==> src/rtl/fetch_pkg.sv <==
// Shared constants for the instruction fetch stage.
package fetch_pkg;

    localparam logic [31:0] NOP_INST   = 32'h0000_0013;
    localparam int unsigned INST_BYTES = 4;

endpackage

==> src/rtl/fetch_buf.sv <==
// Fetch buffer: in-order entries {pc, inst, filled} allocated on request accept,
// filled by in-order responses and released from the head, with single-cycle flush.
module fetch_buf
    import fetch_pkg::*;
#(
    parameter int unsigned XLEN  = 32,
    parameter int unsigned DEPTH = 4
) (
    input  logic                   clk,
    input  logic                   rst,
    input  logic                   flush,
    input  logic                   alloc,
    input  logic [XLEN-1:0]        alloc_pc,
    input  logic                   fill,
    input  logic [XLEN-1:0]        fill_inst,
    input  logic                   deq,
    output logic [$clog2(DEPTH):0] count,
    output logic                   head_valid,
    output logic [XLEN-1:0]        head_pc,
    output logic [XLEN-1:0]        head_inst
);

    localparam int unsigned PW = $clog2(DEPTH);
    localparam int unsigned CW = PW + 1;

    logic [PW-1:0]    wr_ptr_q, wr_ptr_d;
    logic [PW-1:0]    fill_ptr_q, fill_ptr_d;
    logic [PW-1:0]    rd_ptr_q, rd_ptr_d;
    logic [CW-1:0]    count_q, count_d;
    logic [DEPTH-1:0] filled_q, filled_d;
    logic [XLEN-1:0]  pc_q   [DEPTH];
    logic [XLEN-1:0]  pc_d   [DEPTH];
    logic [XLEN-1:0]  inst_q [DEPTH];
    logic [XLEN-1:0]  inst_d [DEPTH];

    // Alloc, fill and dequeue always target distinct slots, so all three may apply together.
    always_comb begin
        wr_ptr_d   = wr_ptr_q;
        fill_ptr_d = fill_ptr_q;
        rd_ptr_d   = rd_ptr_q;
        filled_d   = filled_q;
        pc_d       = pc_q;
        inst_d     = inst_q;
        count_d    = count_q + CW'(alloc) - CW'(deq);

        if (alloc) begin
            pc_d[wr_ptr_q]     = alloc_pc;
            filled_d[wr_ptr_q] = 1'b0;
            wr_ptr_d           = wr_ptr_q + PW'(1);
        end
        if (fill) begin
            inst_d[fill_ptr_q]   = fill_inst;
            filled_d[fill_ptr_q] = 1'b1;
            fill_ptr_d           = fill_ptr_q + PW'(1);
        end
        if (deq) begin
            rd_ptr_d = rd_ptr_q + PW'(1);
        end
        if (flush) begin
            wr_ptr_d   = '0;
            fill_ptr_d = '0;
            rd_ptr_d   = '0;
            count_d    = '0;
            filled_d   = '0;
        end
    end

    always_ff @(posedge clk) begin
        if (rst) begin
            wr_ptr_q   <= '0;
            fill_ptr_q <= '0;
            rd_ptr_q   <= '0;
            count_q    <= '0;
            filled_q   <= '0;
        end else begin
            wr_ptr_q   <= wr_ptr_d;
            fill_ptr_q <= fill_ptr_d;
            rd_ptr_q   <= rd_ptr_d;
            count_q    <= count_d;
            filled_q   <= filled_d;
        end
    end

    always_ff @(posedge clk) begin
        pc_q   <= pc_d;
        inst_q <= inst_d;
    end

    assign count      = count_q;
    assign head_valid = (count_q != '0) && filled_q[rd_ptr_q];
    assign head_pc    = head_valid ? pc_q[rd_ptr_q] : '0;
    assign head_inst  = head_valid ? inst_q[rd_ptr_q] : XLEN'(NOP_INST);

endmodule

==> src/rtl/fetch_unit.sv <==
// Latency-tolerant fetch stage: issues up to DEPTH in-order requests, buffers
// responses for decode, and discards stale responses after a redirect.
module fetch_unit
    import fetch_pkg::*;
#(
    parameter int unsigned     XLEN     = 32,
    parameter int unsigned     DEPTH    = 4,
    parameter logic [XLEN-1:0] RESET_PC = '0
) (
    input  logic            clk,
    input  logic            rst,
    input  logic            start,
    input  logic            redirect_valid,
    input  logic [XLEN-1:0] redirect_pc,
    output logic            imem_req_valid,
    input  logic            imem_req_ready,
    output logic [XLEN-1:0] imem_req_addr,
    input  logic            imem_rsp_valid,
    input  logic [XLEN-1:0] imem_rsp_data,
    output logic            out_valid,
    input  logic            out_ready,
    output logic [XLEN-1:0] out_pc,
    output logic [XLEN-1:0] out_inst
);

    localparam int unsigned CW = $clog2(DEPTH) + 1;
    localparam int unsigned OW = $clog2(DEPTH) + 2;

    logic [XLEN-1:0] fpc_q, fpc_d;
    logic            started_q, started_d;
    logic [OW-1:0]   outstanding_q, outstanding_d;
    logic [OW-1:0]   drop_cnt_q, drop_cnt_d;
    logic [CW-1:0]   count;
    logic            accept, rsp_ok, rsp_drop, fill, deq;

    assign imem_req_valid = started_q && !redirect_valid && (count < CW'(DEPTH));
    assign imem_req_addr  = fpc_q;
    assign accept         = imem_req_valid && imem_req_ready;
    assign rsp_ok         = imem_rsp_valid && (outstanding_q != '0);
    assign rsp_drop       = rsp_ok && (drop_cnt_q != '0);
    assign fill           = rsp_ok && !rsp_drop && !redirect_valid;
    assign deq            = out_valid && out_ready;

    always_comb begin
        started_d     = started_q | start;
        fpc_d         = accept ? fpc_q + XLEN'(INST_BYTES) : fpc_q;
        outstanding_d = outstanding_q + OW'(accept) - OW'(rsp_ok);
        drop_cnt_d    = drop_cnt_q - OW'(rsp_drop);
        // Everything still in flight becomes stale, except a response consumed this cycle.
        if (redirect_valid) begin
            fpc_d      = redirect_pc;
            drop_cnt_d = outstanding_q - OW'(rsp_ok);
        end
    end

    always_ff @(posedge clk) begin
        if (rst) begin
            fpc_q         <= RESET_PC;
            started_q     <= 1'b0;
            outstanding_q <= '0;
            drop_cnt_q    <= '0;
        end else begin
            fpc_q         <= fpc_d;
            started_q     <= started_d;
            outstanding_q <= outstanding_d;
            drop_cnt_q    <= drop_cnt_d;
        end
    end

    fetch_buf #(
        .XLEN  (XLEN),
        .DEPTH (DEPTH)
    ) u_buf (
        .clk        (clk),
        .rst        (rst),
        .flush      (redirect_valid),
        .alloc      (accept),
        .alloc_pc   (fpc_q),
        .fill       (fill),
        .fill_inst  (imem_rsp_data),
        .deq        (deq),
        .count      (count),
        .head_valid (out_valid),
        .head_pc    (out_pc),
        .head_inst  (out_inst)
    );

endmodule

==> config.mk <==
export PLATFORM = sky130hd
export DESIGN_NAME = fetch_unit
export DESIGN_NICKNAME = d
export VERILOG_FILES = /design/src/rtl/fetch_pkg.sv /design/src/rtl/fetch_buf.sv /design/src/rtl/fetch_unit.sv
export SDC_FILE = /design/constraint.sdc
export NUM_CORES = 1
export LEC_CHECK = 0
export BUFFER_PORTS_ARGS = -buffer_cell sky130_fd_sc_hd__buf_4
export CAP_MARGIN = 20
export CORE_ASPECT_RATIO = 0.6
export CORE_MARGIN = 5
export CORE_UTILIZATION = 57
export DETAILED_ROUTE_END_ITERATION = 8
export MAX_ROUTING_LAYER = met4
export PLACE_DENSITY = 0.83
export SYNTH_ARGS = -nofsm -noshare
export SYNTH_HDL_FRONTEND = slang
export SYNTH_SLANG_ARGS = --single-unit
==> constraint.sdc <==
create_clock -name clk -period 2.8 [get_ports clk]
set_input_delay 0.28 -clock clk [delete_from_list [all_inputs] [get_ports clk]]
set_output_delay 0.28 -clock clk [all_outputs]
set_load 0.1 [all_outputs]
==> results.tsv, run 1 <==
stage	metric	value	unit
clock_network	cts_tree	done	
worst_setup_path	critical_path_class	flip-flop to output pin	
clock_network	insertion_delay_of_the_later_clocked_pin_in_the_worst_skew_pair	0.54	ns
logic_synthesis	synthesis.area	0.0127	mm²
timing	final_max_slew_viol_count	0	
clock_network	post_cts.repair.setup_buffers	0	
worst_setup_path	reg2reg_depth	11	
drt	routed_wl	27700	µm
timing	min_period_over_period	0.941	
min_path	hold_path_end	imem_req_addr[0]$_SDFFE_PP0P_	
worst_setup_path	critical-path-max-stage-delay	0.38	ns
grt	overflow	0	
clock_network	clkTransAtPathRegs	0.07	ns
worst_setup_path	critical_path_arrival	2.35	ns
placement	portBuffers	168	
floorplan	die_height	126	µm
power	p_leak	5.64	nW
min_path	worst_hold_path_class	input port to flip-flop	
logic_synthesis	avgSynthCellArea	16.5	µm²
grt	grt_util_all_layers	0.221	
worst_setup_path	worst_setup_path_end_kind	output pin	
floorplan	pin_count	169	
logic_synthesis	yosys-mux-area-fraction	0.122	
clock_network	tritoncts.num_buffers	27	
timing	finalSetupViolations	0	
timing	rsz0062_at_grt	false	
timing	fin_skew	0.0194	ns
power	p_sw	0.00238	W
placement	detailed_place_hpwl	17000	µm
logic_synthesis	synth_cells	767	
logic_synthesis	synth-edff-count	256	
final_layout	syn2layout_area_growth	24.4	%
timing	max_clock_freq	0.380	GHz
logic_synthesis	synth-warning-count	0	
timing	timing.slew.headroom	0.615	
timing	final.setup.tns	0	ns
min_path	min_delay_path_depth	3	
logic_synthesis	synth_ff_type	sky130_fd_sc_hd__edfxtp_1	
floorplan	floorplan.initialDensity	0.578	
worst_setup_path	worst-endpoint-required	2.52	ns
worst_setup_path	critical_r2r_launch	u_buf.rd_ptr_q[0]$_SDFFE_PP0P_	
run_status	status	finished, final reports clean	
drt	avgViaCountPerCell	5.70	
power	power.share.combinational	0.108	
clock_network	number_of_buffers_on_the_longest_clock_path	3	
drt	drtIter0Drc	647	
worst_setup_path	critical_path_cell_sequence	mux4_2 -> o31a_2 -> buf_6 -> and2_1 -> buf_4	
worst_setup_path	slowest_stage	sky130_fd_sc_hd__dfxtp_4	
logic_synthesis	synth-compound-area-share	0.0254	
logic_synthesis	synth.net_count	861	
logic_synthesis	synthDistinctLibCells	51	
logic_synthesis	ys_seq_area_frac	0.691	
power	power_switching_share	0.234	
logic_synthesis	synth_top_family_by_area	multiplexers	
logic_synthesis	synthAdderAreaFrac	0.0239	
clock_network	clkSinkCount	310	
clock_network	cts-htree-levels	1	
timing	max_slew.worst_pin.slew	0.575	ns
worst_setup_path	worstSetupStartpointType	flip-flop	
timing	timing.final.hold_violations	0	
drt	detail_route.drc_violations	0	
grt	first_pass_grt_wire_length	42900	µm
drt	avgRoutedWirePerCell	21.4	µm
logic_synthesis	area_share_of_the_leading_cell_type_in_the_synthesized_netlist	0.606	
logic_synthesis	synth.ff_latch_count	310	
power	power.density_cell_area	644	mW/mm²
floorplan	die_w	203	µm
power	max-vdd-ir-drop	0.499	mV
logic_synthesis	xor_xnor_share_of_the_synthesized_area	0.0235	
min_path	min_from	redirect_pc[0]	
logic_synthesis	post_synthesis_simple_gate_area_fraction	0.0936	
grt	antenna_found_initial	0	
worst_setup_path	cp_max_fo	66	
placement	dpl_worst_slack	0.263	ns
timing	final.setup.worst_slack	0.166	ns
power	clock_power_share	0.374	
placement	gp_congestion	0.814	
final_layout	fin_nets	1085	
drt	detailroute.via_count	7393	
floorplan	dieArea	0.0254	mm²
timing	period_needed	2.63	ns
worst_setup_path	reg2reg_setup_slack	0.20	ns
drt	antenna_violating_nets_post_route	0	
power	internal_power_summed_over_all_cells	0.00778	W
grt	grt_max_degree	67	
logic_synthesis	netlist_top_cells_area	sky130_fd_sc_hd__edfxtp_1 61%, sky130_fd_sc_hd__mux4_2 12%, sky130_fd_sc_hd__dfxtp_1 8.5%, sky130_fd_sc_hd__and2_1 3.4%, sky130_fd_sc_hd__ha_1 2.1%	
floorplan	placeableCoreArea	0.0220	mm²
logic_synthesis	share_of_flip_flops_with_an_asynchronous_set_or_reset_after_synthesis	0	
power	power_frac_seq	0.518	
logic_synthesis	synthDominantAreaCellType	sky130_fd_sc_hd__edfxtp_1	
floorplan	row_count	42	
run	drv_cap	0	
worst_setup_path	worst_r2r_endpoint	u_buf.count[2]$_SDFF_PP0_	
clock_network	clock-root-buffer	sky130_fd_sc_hd__clkbuf_16	
grt	number_of_global_route_vias_before_repair	7567	
drt	drt_pass1_iterations	5	
final_layout	post_route_cells_drive_above_1_share	0.315	
final_layout	n_antenna_cell	0	
-- layout make-up --
| type | instances | area [µm²] |
|---|---|---|
| Sequential cell | 310 | 8780 |
| Fill cell | 1424 | 6180 |
| Multi-Input combinational cell | 392 | 3670 |
| Timing Repair Buffer | 234 | 1970 |
| Clock buffer | 33 | 749 |
| Tap cell | 286 | 358 |
| Clock inverter | 17 | 165 |
| Inverter | 26 | 97.6 |
-- layer usage --
| layer | up-vias | track usage | wire (µm) |
|---|---|---|---|
| met5 | - | - | 0 |
| met4 | 0 | 0.0391 | 436 |
| met3 | 36 | 0.0406 | 1930 |
| met2 | 291 | 0.328 | 12600 |
| met1 | 3715 | 0.332 | 12800 |
| li1 | 3351 | - | - |
-- synth_stat cells (2+ instances only) --
master                       n
sky130_fd_sc_hd__fa_1        2
sky130_fd_sc_hd__inv_1      25
sky130_fd_sc_hd__mux2i_1     6
sky130_fd_sc_hd__and3_1      5
sky130_fd_sc_hd__nor2b_1     3
sky130_fd_sc_hd__buf_1       4
sky130_fd_sc_hd__clkbuf_1   21
sky130_fd_sc_hd__nor2_1     45
sky130_fd_sc_hd__a21oi_1    19
sky130_fd_sc_hd__xor2_1     12
sky130_fd_sc_hd__o21ai_0     7
sky130_fd_sc_hd__dfxtp_1    54
sky130_fd_sc_hd__nor4_1      3
sky130_fd_sc_hd__nand4_1    11
sky130_fd_sc_hd__mux2_2      2
sky130_fd_sc_hd__a211oi_1   11
sky130_fd_sc_hd__and2_1     69
sky130_fd_sc_hd__buf_2      14
sky130_fd_sc_hd__a22oi_1     4
sky130_fd_sc_hd__edfxtp_1  256
sky130_fd_sc_hd__mux4_2     65
sky130_fd_sc_hd__nand2_1    36
sky130_fd_sc_hd__nand3_1    10
sky130_fd_sc_hd__xnor2_1    22
sky130_fd_sc_hd__nor3_1      5
sky130_fd_sc_hd__and4_1      5
sky130_fd_sc_hd__nand2b_1    3
sky130_fd_sc_hd__nor3_2      2
sky130_fd_sc_hd__nor3b_1     2
sky130_fd_sc_hd__or3_1       3
sky130_fd_sc_hd__ha_1       21
-- cells in the final DEF (no fill, tap or decap), drive strengths merged, types with 2 or more instances in the layout --
cell type	instances
nor2b	3
bufinv	3
nand2	36
dlygate4sd3	45
xor2	12
and2	69
mux4	65
o21ai	7
clkinv	13
nor2	45
mux2i	6
dfxtp	54
ha	21
nand3	11
and4	6
buf	188
a211oi	12
and3	5
inv	26
or3	4
nand4	12
nor3b	2
nor4	4
nand2b	3
xnor2	22
clkbuf	34
a22oi	4
a21oi	19
nor3	7
edfxtp	256
fa	2
mux2	2
-- worst max path at each step --
| stage | start | end | cells past startpoint |
|---|---|---|---|
| 4_1_cts | u_buf.rd_ptr_q[0]$_SDFFE_PP0P_ | out_pc[16] | 5 |
| 5_1_grt | u_buf.rd_ptr_q[0]$_SDFFE_PP0P_ | u_buf.count[2]$_SDFF_PP0_ | 11 |
| 3_3_place_gp | u_buf.rd_ptr_q[0]$_SDFFE_PP0P_ | u_buf.count[2]$_SDFF_PP0_ | 11 |
| 3_5_place_dp | u_buf.rd_ptr_q[0]$_SDFFE_PP0P_ | u_buf.count[2]$_SDFF_PP0_ | 11 |
| 6_report | u_buf.rd_ptr_q[0]$_SDFFE_PP0P_ | out_pc[26] | 5 |
| 2_1_floorplan | imem_req_addr[2]$_SDFFE_PP0N_ | imem_req_addr[24]$_SDFFE_PP0N_ | 7 |
-- worst max-delay path, delay by kind of cell, from the launching register on --
| family | cells | cell delay, ns |
|---|---|---|
| buf+inv | 2 | 0.67 |
| flops | 1 | 0.38 |
| mux | 1 | 0.34 |
| simple gates | 1 | 0.22 |
| compound gates | 1 | 0.15 |
-- power groups by stage --
stage	sequential, W	clock [W]	combinational, W
floorplan	0.00553	0	0.000516
global placement	0.00535	0	0.00101
detailed placement	0.00536	0	0.00104
CTS	0.00526	0.00386	0.00110
global route	0.00528	0.00406	0.00121
finish	0.00527	0.00380	0.00110
-- registers in the layout, indices dropped and copies added, names as in the netlist --
register          cells
u_buf.pc_q          128
u_buf.filled_q        4
u_buf.wr_ptr_q        2
u_buf.fill_ptr_q      2
imem_req_addr        32
u_buf.count           3
drop_cnt_q            4
u_buf.rd_ptr_q        2
outstanding_q         4
started_q             1
u_buf.inst_q        128
-- stage by stage --
step	cell area (µm²)	hold slack [ns]	util	std cells	power, W
6_report	15800	0.0194	0.719	1298	0.0102
5_1_grt	15800	0.0180	0.719	1298	0.0105
4_1_cts	15800	0.00401	0.717	1297	0.0102
3_5_place_dp	14400	0.484	0.655	1202	0.00640
3_3_place_gp	14400	0.477	0.655	1202	0.00636
2_1_floorplan	12700	0.379	-	767	0.00605
-- cells by family after synthesis --
group           after synthesis
xor+xnor                     34
simple gates                212
compound gates               50
flops                       310
buf+inv                      65
fa+ha+maj                    23
mux                          73
-- repair_timing --
item / CTS / global route
endpoints found under the hold margin: 141 / 0
resized for setup: 0 / 2
hold buffers: 45 / 0
setup endpoints to repair: 0 / 62
No activity file was read; power rests on OpenSTA's default activity.
==> inputs of run 2 (changes only) <==
--- a/config.mk
+++ b/config.mk
@@ -11,6 +11,7 @@
 export CORE_MARGIN = 5
 export CORE_UTILIZATION = 57
 export DETAILED_ROUTE_END_ITERATION = 8
+export HOLD_SLACK_MARGIN = 0.05
 export MAX_ROUTING_LAYER = met4
 export PLACE_DENSITY = 0.83
 export SYNTH_ARGS = -nofsm -noshare
==> run 2 against run 1 <==
Effect of this change:
- core utilization grew 0.87 points
- design area grew 1.2%
- fmax shrank 0.18%
- first-iteration DRC count grew 0.46%
- die area is the same
- wire length grew 1.8%
- sequential power is essentially flat
- global-route usage grew 0.44 points
- critical path depth is the same
- final cell count grew 1.5%
- count of clock-buffer cells in the layout is the same
- sequential share of layout area shrank 0.66 points
==> results.tsv, run 2 (same netlist as run 1, synthesis figures left out) <==
stage	metric	value	unit
timing	final_max_slew_viol_count	0	
worst_setup_path	reg2reg_setup_slack	0.20	ns
final_layout	mostFrequentLayoutCell	sky130_fd_sc_hd__edfxtp_1	
floorplan	pin_count	169	
power	max-vdd-ir-drop	0.502	mV
grt	overflow	0	
clock_network	insertion_delay_of_the_later_clocked_pin_in_the_worst_skew_pair	0.54	ns
final_layout	layout_common_cells	256 x sky130_fd_sc_hd__edfxtp_1, 181 x sky130_fd_sc_hd__buf_4, 65 x sky130_fd_sc_hd__mux4_2, 65 x sky130_fd_sc_hd__and2_1, 64 x sky130_fd_sc_hd__dlygate4sd3_1	
min_path	worst_hold_path_class	input port to flip-flop	
grt	grt_util_all_layers	0.226	
timing	timing.final.hold_violations	0	
drt	drt_pass1_iterations	5	
placement	detailed_place_hpwl	17000	µm
worst_setup_path	cp_max_fo	66	
drt	avgRoutedWirePerCell	21.5	µm
timing	finalSetupViolations	0	
worst_setup_path	reg2reg_depth	11	
worst_setup_path	critical-path-max-stage-delay	0.40	ns
worst_setup_path	worst_setup_path_end_kind	output pin	
floorplan	floorplan.initialDensity	0.578	
timing	min_period_over_period	0.942	
timing	fin_skew	0.0218	ns
timing	max_clock_freq	0.379	GHz
clock_network	clkSinkCount	310	
worst_setup_path	critical_r2r_launch	u_buf.rd_ptr_q[0]$_SDFFE_PP0P_	
clock_network	cts-htree-levels	1	
floorplan	die_height	126	µm
clock_network	post_cts.repair.setup_buffers	0	
grt	antenna_found_initial	0	
final_layout	syn2layout_area_growth	25.9	%
clock_network	number_of_buffers_on_the_longest_clock_path	3	
run	drv_cap	0	
drt	detail_route.drc_violations	0	
power	p_leak	5.72	nW
placement	gp_congestion	0.814	
drt	detailroute.via_count	7487	
timing	max_slew.worst_pin.slew	0.555	ns
grt	grt_max_degree	67	
worst_setup_path	critical_path_class	flip-flop to output pin	
clock_network	clock-root-buffer	sky130_fd_sc_hd__clkbuf_16	
final_layout	n_antenna_cell	0	
clock_network	cts_tree	done	
floorplan	placeableCoreArea	0.0220	mm²
placement	portBuffers	168	
final_layout	final-instance-count-excl-fill	1317	
timing	timing.slew.headroom	0.628	
drt	drtIter0Drc	650	
floorplan	die_w	203	µm
worst_setup_path	worst_r2r_endpoint	u_buf.count[2]$_SDFF_PP0_	
grt	number_of_global_route_vias_before_repair	7718	
timing	final.setup.tns	0	ns
power	power.density_cell_area	638	mW/mm²
run_status	status	finished, final reports clean	
min_path	min_delay_path_depth	3	
grt	first_pass_grt_wire_length	43800	µm
clock_network	clkTransAtPathRegs	0.07	ns
power	power	0.0102	W
worst_setup_path	worstSetupStartpointType	flip-flop	
worst_setup_path	critical_path_arrival	2.36	ns
worst_setup_path	critical_path_cell_sequence	mux4_2 -> o31a_2 -> buf_6 -> and2_1 -> buf_4	
drt	avgViaCountPerCell	5.68	
clock_network	tritoncts.num_buffers	27	
timing	period_needed	2.64	ns
placement	post-place-cells	1202	
worst_setup_path	critPathLaunch	u_buf.rd_ptr_q[0]$_SDFFE_PP0P_	
worst_setup_path	critPathCapture	out_pc[26]	
final_layout	fin_nets	1104	
floorplan	row_count	42	
drt	antenna_violating_nets_post_route	0	
worst_setup_path	worst-endpoint-required	2.52	ns
drt	routed_wl	28300	µm
worst_setup_path	slowest_stage	sky130_fd_sc_hd__buf_6	
final_layout	finalCoreUtilization	0.727	
floorplan	dieArea	0.0254	mm²
final_layout	post_route_cells_drive_above_1_share	0.309	
timing	rsz0062_at_grt	false	
## run 2: power by group
group / switching (W) / internal [W]
registers: 0.000121 / 0.00515
logic: 0.000656 / 0.000469
clock network: 0.00162 / 0.00218
## run 2: critical path: cells and delay by family (launching register included)
family	cells	cell delay (ns)
buffers and inverters	2	0.69
flip-flops	1	0.38
multiplexers	1	0.34
AND/OR/NAND/NOR	1	0.21
AO/OA/AOI/OAI	1	0.15
## run 2: stage by stage
stage | setup WS (ns) | cell area, µm² | hold slack, ns
after global placement | 0.313 | 14400 | 0.477
after global routing | 0.0523 | 16000 | 0.0927
after detailed placement | 0.263 | 14400 | 0.484
after floorplan | 0.208 | 12700 | 0.379
final | 0.162 | 16000 | 0.0844
after CTS | 0.0116 | 15900 | 0.0610
## run 2: worst min-delay path by stage
stage	endpoint	slack, ns	startpoint
5_1_grt	imem_req_addr[24]$_SDFFE_PP0N_	0.09	redirect_pc[24]
4_1_cts	imem_req_addr[24]$_SDFFE_PP0N_	0.06	redirect_pc[24]
3_5_place_dp	u_buf.inst_q[69]$_DFFE_PP_	0.48	imem_rsp_data[5]
6_report	imem_req_addr[24]$_SDFFE_PP0N_	0.08	redirect_pc[24]
3_3_place_gp	u_buf.filled_q[3]$_SDFF_PP0_	0.48	u_buf.filled_q[3]$_SDFF_PP0_
2_1_floorplan	u_buf.inst_q[0]$_DFFE_PP_	0.38	imem_rsp_data[0]
## run 2: layout make-up
type | count | area (µm²)
Clock buffer | 33 | 749
Inverter | 26 | 97.6
Tap cell | 286 | 358
Clock inverter | 17 | 165
Timing Repair Buffer | 253 | 2160
Fill cell | 1394 | 5990
Multi-Input combinational cell | 392 | 3670
Sequential cell | 310 | 8780
## run 2: repair_timing
action / CTS / global route
setup endpoints to repair: 0 / 61
resized for setup: 0 / 2
hold buffers: 64 / 0
hold endpoints to repair: 160 / 0
## run 2: per-layer routing
| layer | up-vias | track usage | routed length, µm |
|---|---|---|---|
| met4 | 0 | 0.0443 | 507 |
| met3 | 45 | 0.0399 | 2010 |
| met2 | 294 | 0.336 | 12900 |
| met1 | 3754 | 0.337 | 12800 |
| li1 | 3394 | - | - |
| met5 | - | - | 0 |
==> inputs of run 3 (changes only) <==
--- a/config.mk
+++ b/config.mk
@@ -7,13 +7,13 @@
 export LEC_CHECK = 0
 export BUFFER_PORTS_ARGS = -buffer_cell sky130_fd_sc_hd__buf_4
 export CAP_MARGIN = 20
-export CORE_ASPECT_RATIO = 0.6
 export CORE_MARGIN = 5
-export CORE_UTILIZATION = 57
+export CORE_UTILIZATION = 62
 export DETAILED_ROUTE_END_ITERATION = 8
 export HOLD_SLACK_MARGIN = 0.05
 export MAX_ROUTING_LAYER = met4
-export PLACE_DENSITY = 0.83
+export PLACE_DENSITY = 0.89
+export REMOVE_ABC_BUFFERS = 1
 export SYNTH_ARGS = -nofsm -noshare
 export SYNTH_HDL_FRONTEND = slang
 export SYNTH_SLANG_ARGS = --single-unit
==> constraint.sdc (replaced) <==
create_clock -name clk -period 3.12 [get_ports clk]
set_input_delay 0.312 -clock clk [delete_from_list [all_inputs] [get_ports clk]]
set_output_delay 0.312 -clock clk [all_outputs]
set_load 0.1 [all_outputs]
==> run 3 against run 2 <==
Effect of this change:
- global-route usage grew 2.1 points
- worst hold slack lost 0.019 ns
- design area shrank 1.0%
- first-iteration DRC count shrank 23%
- sequential cell count is the same
- final cell count shrank 1.5%
- core utilization grew 5.7 points
- sequential power shrank 10%
- register-to-register slack gained 0.39 ns
- total power shrank 10%
- critical path type unchanged
- critical endpoint is now out_pc[7]
==> results.tsv, run 3 (same netlist as run 1, synthesis figures left out) <==
stage	metric	value	unit
clock_network	cts-htree-levels	1	
final_layout	layout_common_cells	256 x sky130_fd_sc_hd__edfxtp_1, 180 x sky130_fd_sc_hd__buf_4, 69 x sky130_fd_sc_hd__and2_1	
drt	routed_wl	28300	µm
clock_network	tritoncts.num_buffers	31	
drt	detailroute.via_count	7590	
final_layout	final-instance-count-excl-fill	1297	
worst_setup_path	timing.critical_path.max_delay_family	buffers and inverters	
timing	fin_skew	0.00902	ns
grt	antenna_found_initial	0	
floorplan	die_w	153	µm
drt	drt_pass1_iterations	5	
placement	portBuffers	168	
placement	gp_congestion	0.836	
clock_network	cts_tree	done	
timing	min_period_over_period	0.928	
worst_setup_path	worst-endpoint-required	2.81	ns
grt	grt_util_all_layers	0.247	
final_layout	mostFrequentLayoutCell	sky130_fd_sc_hd__edfxtp_1	
clock_network	insertion_delay_of_the_later_clocked_pin_in_the_worst_skew_pair	0.55	ns
final_layout	post_route_cells_drive_above_1_share	0.298	
clock_network	post_cts.repair.setup_buffers	0	
worst_setup_path	critical-path-max-stage-delay	0.58	ns
clock_network	clkSinkCount	310	
timing	final.setup.worst_slack	0.223	ns
timing	final.setup.tns	0	ns
timing	max_clock_freq	0.345	GHz
grt	first_pass_grt_wire_length	44300	µm
clock_network	number_of_buffers_on_the_longest_clock_path	3	
placement	detailed_place_hpwl	16600	µm
placement	post-place-cells	1181	
floorplan	row_count	52	
floorplan	floorplan.initialDensity	0.629	
power	power_frac_seq	0.517	
final_layout	syn2layout_area_growth	24.6	%
worst_setup_path	critical_path_arrival	2.58	ns
power	p_sw	0.00213	W
power	internal_power_summed_over_all_cells	0.00701	W
timing	period_needed	2.90	ns
drt	antenna_violating_nets_post_route	0	
timing	max_slew.worst_pin.slew	0.994	ns
floorplan	dieArea	0.0234	mm²
timing	timing.final.hold_violations	0	
drt	avgRoutedWirePerCell	21.8	µm
placement	dpl_worst_slack	0.583	ns
run	drv_cap	0	
final_layout	design_area_final	0.0158	mm²
worst_setup_path	worst_setup_path_end_kind	output pin	
worst_setup_path	path_buf_inv	2	
power	clock_power_share	0.376	
timing	final_max_slew_viol_count	0	
timing	timing.slew.headroom	0.337	
min_path	worst_hold_path_class	input port to flip-flop	
clock_network	clock-root-buffer	sky130_fd_sc_hd__clkbuf_16	
grt	grt_max_degree	67	
floorplan	placeableCoreArea	0.0202	mm²
timing	rsz0062_at_grt	false	
power	power.share.combinational	0.107	
power	max-vdd-ir-drop	0.596	mV
grt	overflow	0	
worst_setup_path	slowest_stage	sky130_fd_sc_hd__buf_4	
worst_setup_path	worstSetupStartpointType	flip-flop	
worst_setup_path	critPathMostFrequentCell	sky130_fd_sc_hd__buf_4	
worst_setup_path	critical_path_class	flip-flop to output pin	
worst_setup_path	critical_path_cell_sequence	mux4_2 -> o31a_2 -> buf_4 -> and2_1 -> buf_4	
grt	number_of_global_route_vias_before_repair	7895	
run_status	status	finished, final reports clean	
power	p_leak	5.65	nW
final_layout	n_antenna_cell	0	
drt	avgViaCountPerCell	5.85	
floorplan	die_height	153	µm
final_layout	fin_nets	1096	
worst_setup_path	cp_max_fo	66	
timing	finalSetupViolations	0	
floorplan	pin_count	169	
power	power.density_cell_area	578	mW/mm²
drt	detail_route.drc_violations	0	
placement	place_area	0.0143	mm²
drt	drtIter0Drc	501	
power	power_switching_share	0.233	
clock_network	clkTransAtPathRegs	0.06	ns
## run 3: changes by cell type in the layout (fill, tap and decap cells not counted), sizes merged
cell         delta
buf             -5
bufinv          -3
clkbuf         +18
clkinv          -7
clkinvlp        -1
dlygate4sd3     -6
## run 3: per-stage QoR
step / power (W) / util / hold WS (ns)
after floorplan: 0.00542 / - / 0.377
after global placement: 0.00567 / 0.708 / 0.474
after detailed placement: 0.00572 / 0.708 / 0.484
after CTS: 0.00919 / 0.784 / 0.0514
after global routing: 0.00946 / 0.784 / 0.0571
final: 0.00914 / 0.784 / 0.0658
## run 3: worst paths after layout
check                                               startpoint                              to  slack (ns)  cells past startpoint
worst max-delay path            u_buf.rd_ptr_q[0]$_SDFFE_PP0P_                       out_pc[7]        0.22                      5
worst min-delay path                           redirect_pc[25]  imem_req_addr[25]$_SDFFE_PP0N_        0.07                      3
worst max register to register  u_buf.rd_ptr_q[0]$_SDFFE_PP0P_       u_buf.count[2]$_SDFF_PP0_        0.59                     11
worst min register to register    u_buf.filled_q[2]$_SDFF_PP0_    u_buf.filled_q[2]$_SDFF_PP0_        0.50                      2
## run 3: repair_timing
action / 4_1_cts / 5_1_grt
hold endpoints to repair: 154 / 0
gates resized for setup: 0 / 0
hold buffers: 58 / 0
## run 3: worst min-delay path, cell delays in order
cell and delay [ns]:
sky130_fd_sc_hd__buf_4 0.11, sky130_fd_sc_hd__nor2_1 0.09, sky130_fd_sc_hd__a211oi_1 0.05
## run 3: final cells by class
cell class	instances	area, µm²
flip-flops and latches	310	8780
repair buffers	241	1990
fillers	1094	4360
multi-input cells	392	3660
clock inverters	6	36.3
clock buffers	52	915
well taps	270	338
inverters	26	97.6
## run 3: metal layers
metal  vias to the layer above  GRT usage  wire length (µm)
li1                       3389          -                 -
met1                      3792      0.324             11100
met2                       360      0.411             14300
met3                        49     0.0430              2260
met4                         0     0.0569               555
met5                         -          -                 0
## run 3: power groups by stage
stage / Clock [W] / Combinational [W] / Sequential (W)
6_report: 0.00343 / 0.000982 / 0.00473
5_1_grt: 0.00365 / 0.00107 / 0.00474
4_1_cts: 0.00348 / 0.000978 / 0.00473
3_5_place_dp: 0 / 0.000905 / 0.00481
3_3_place_gp: 0 / 0.000870 / 0.00480
2_1_floorplan: 0 / 0.000449 / 0.00497
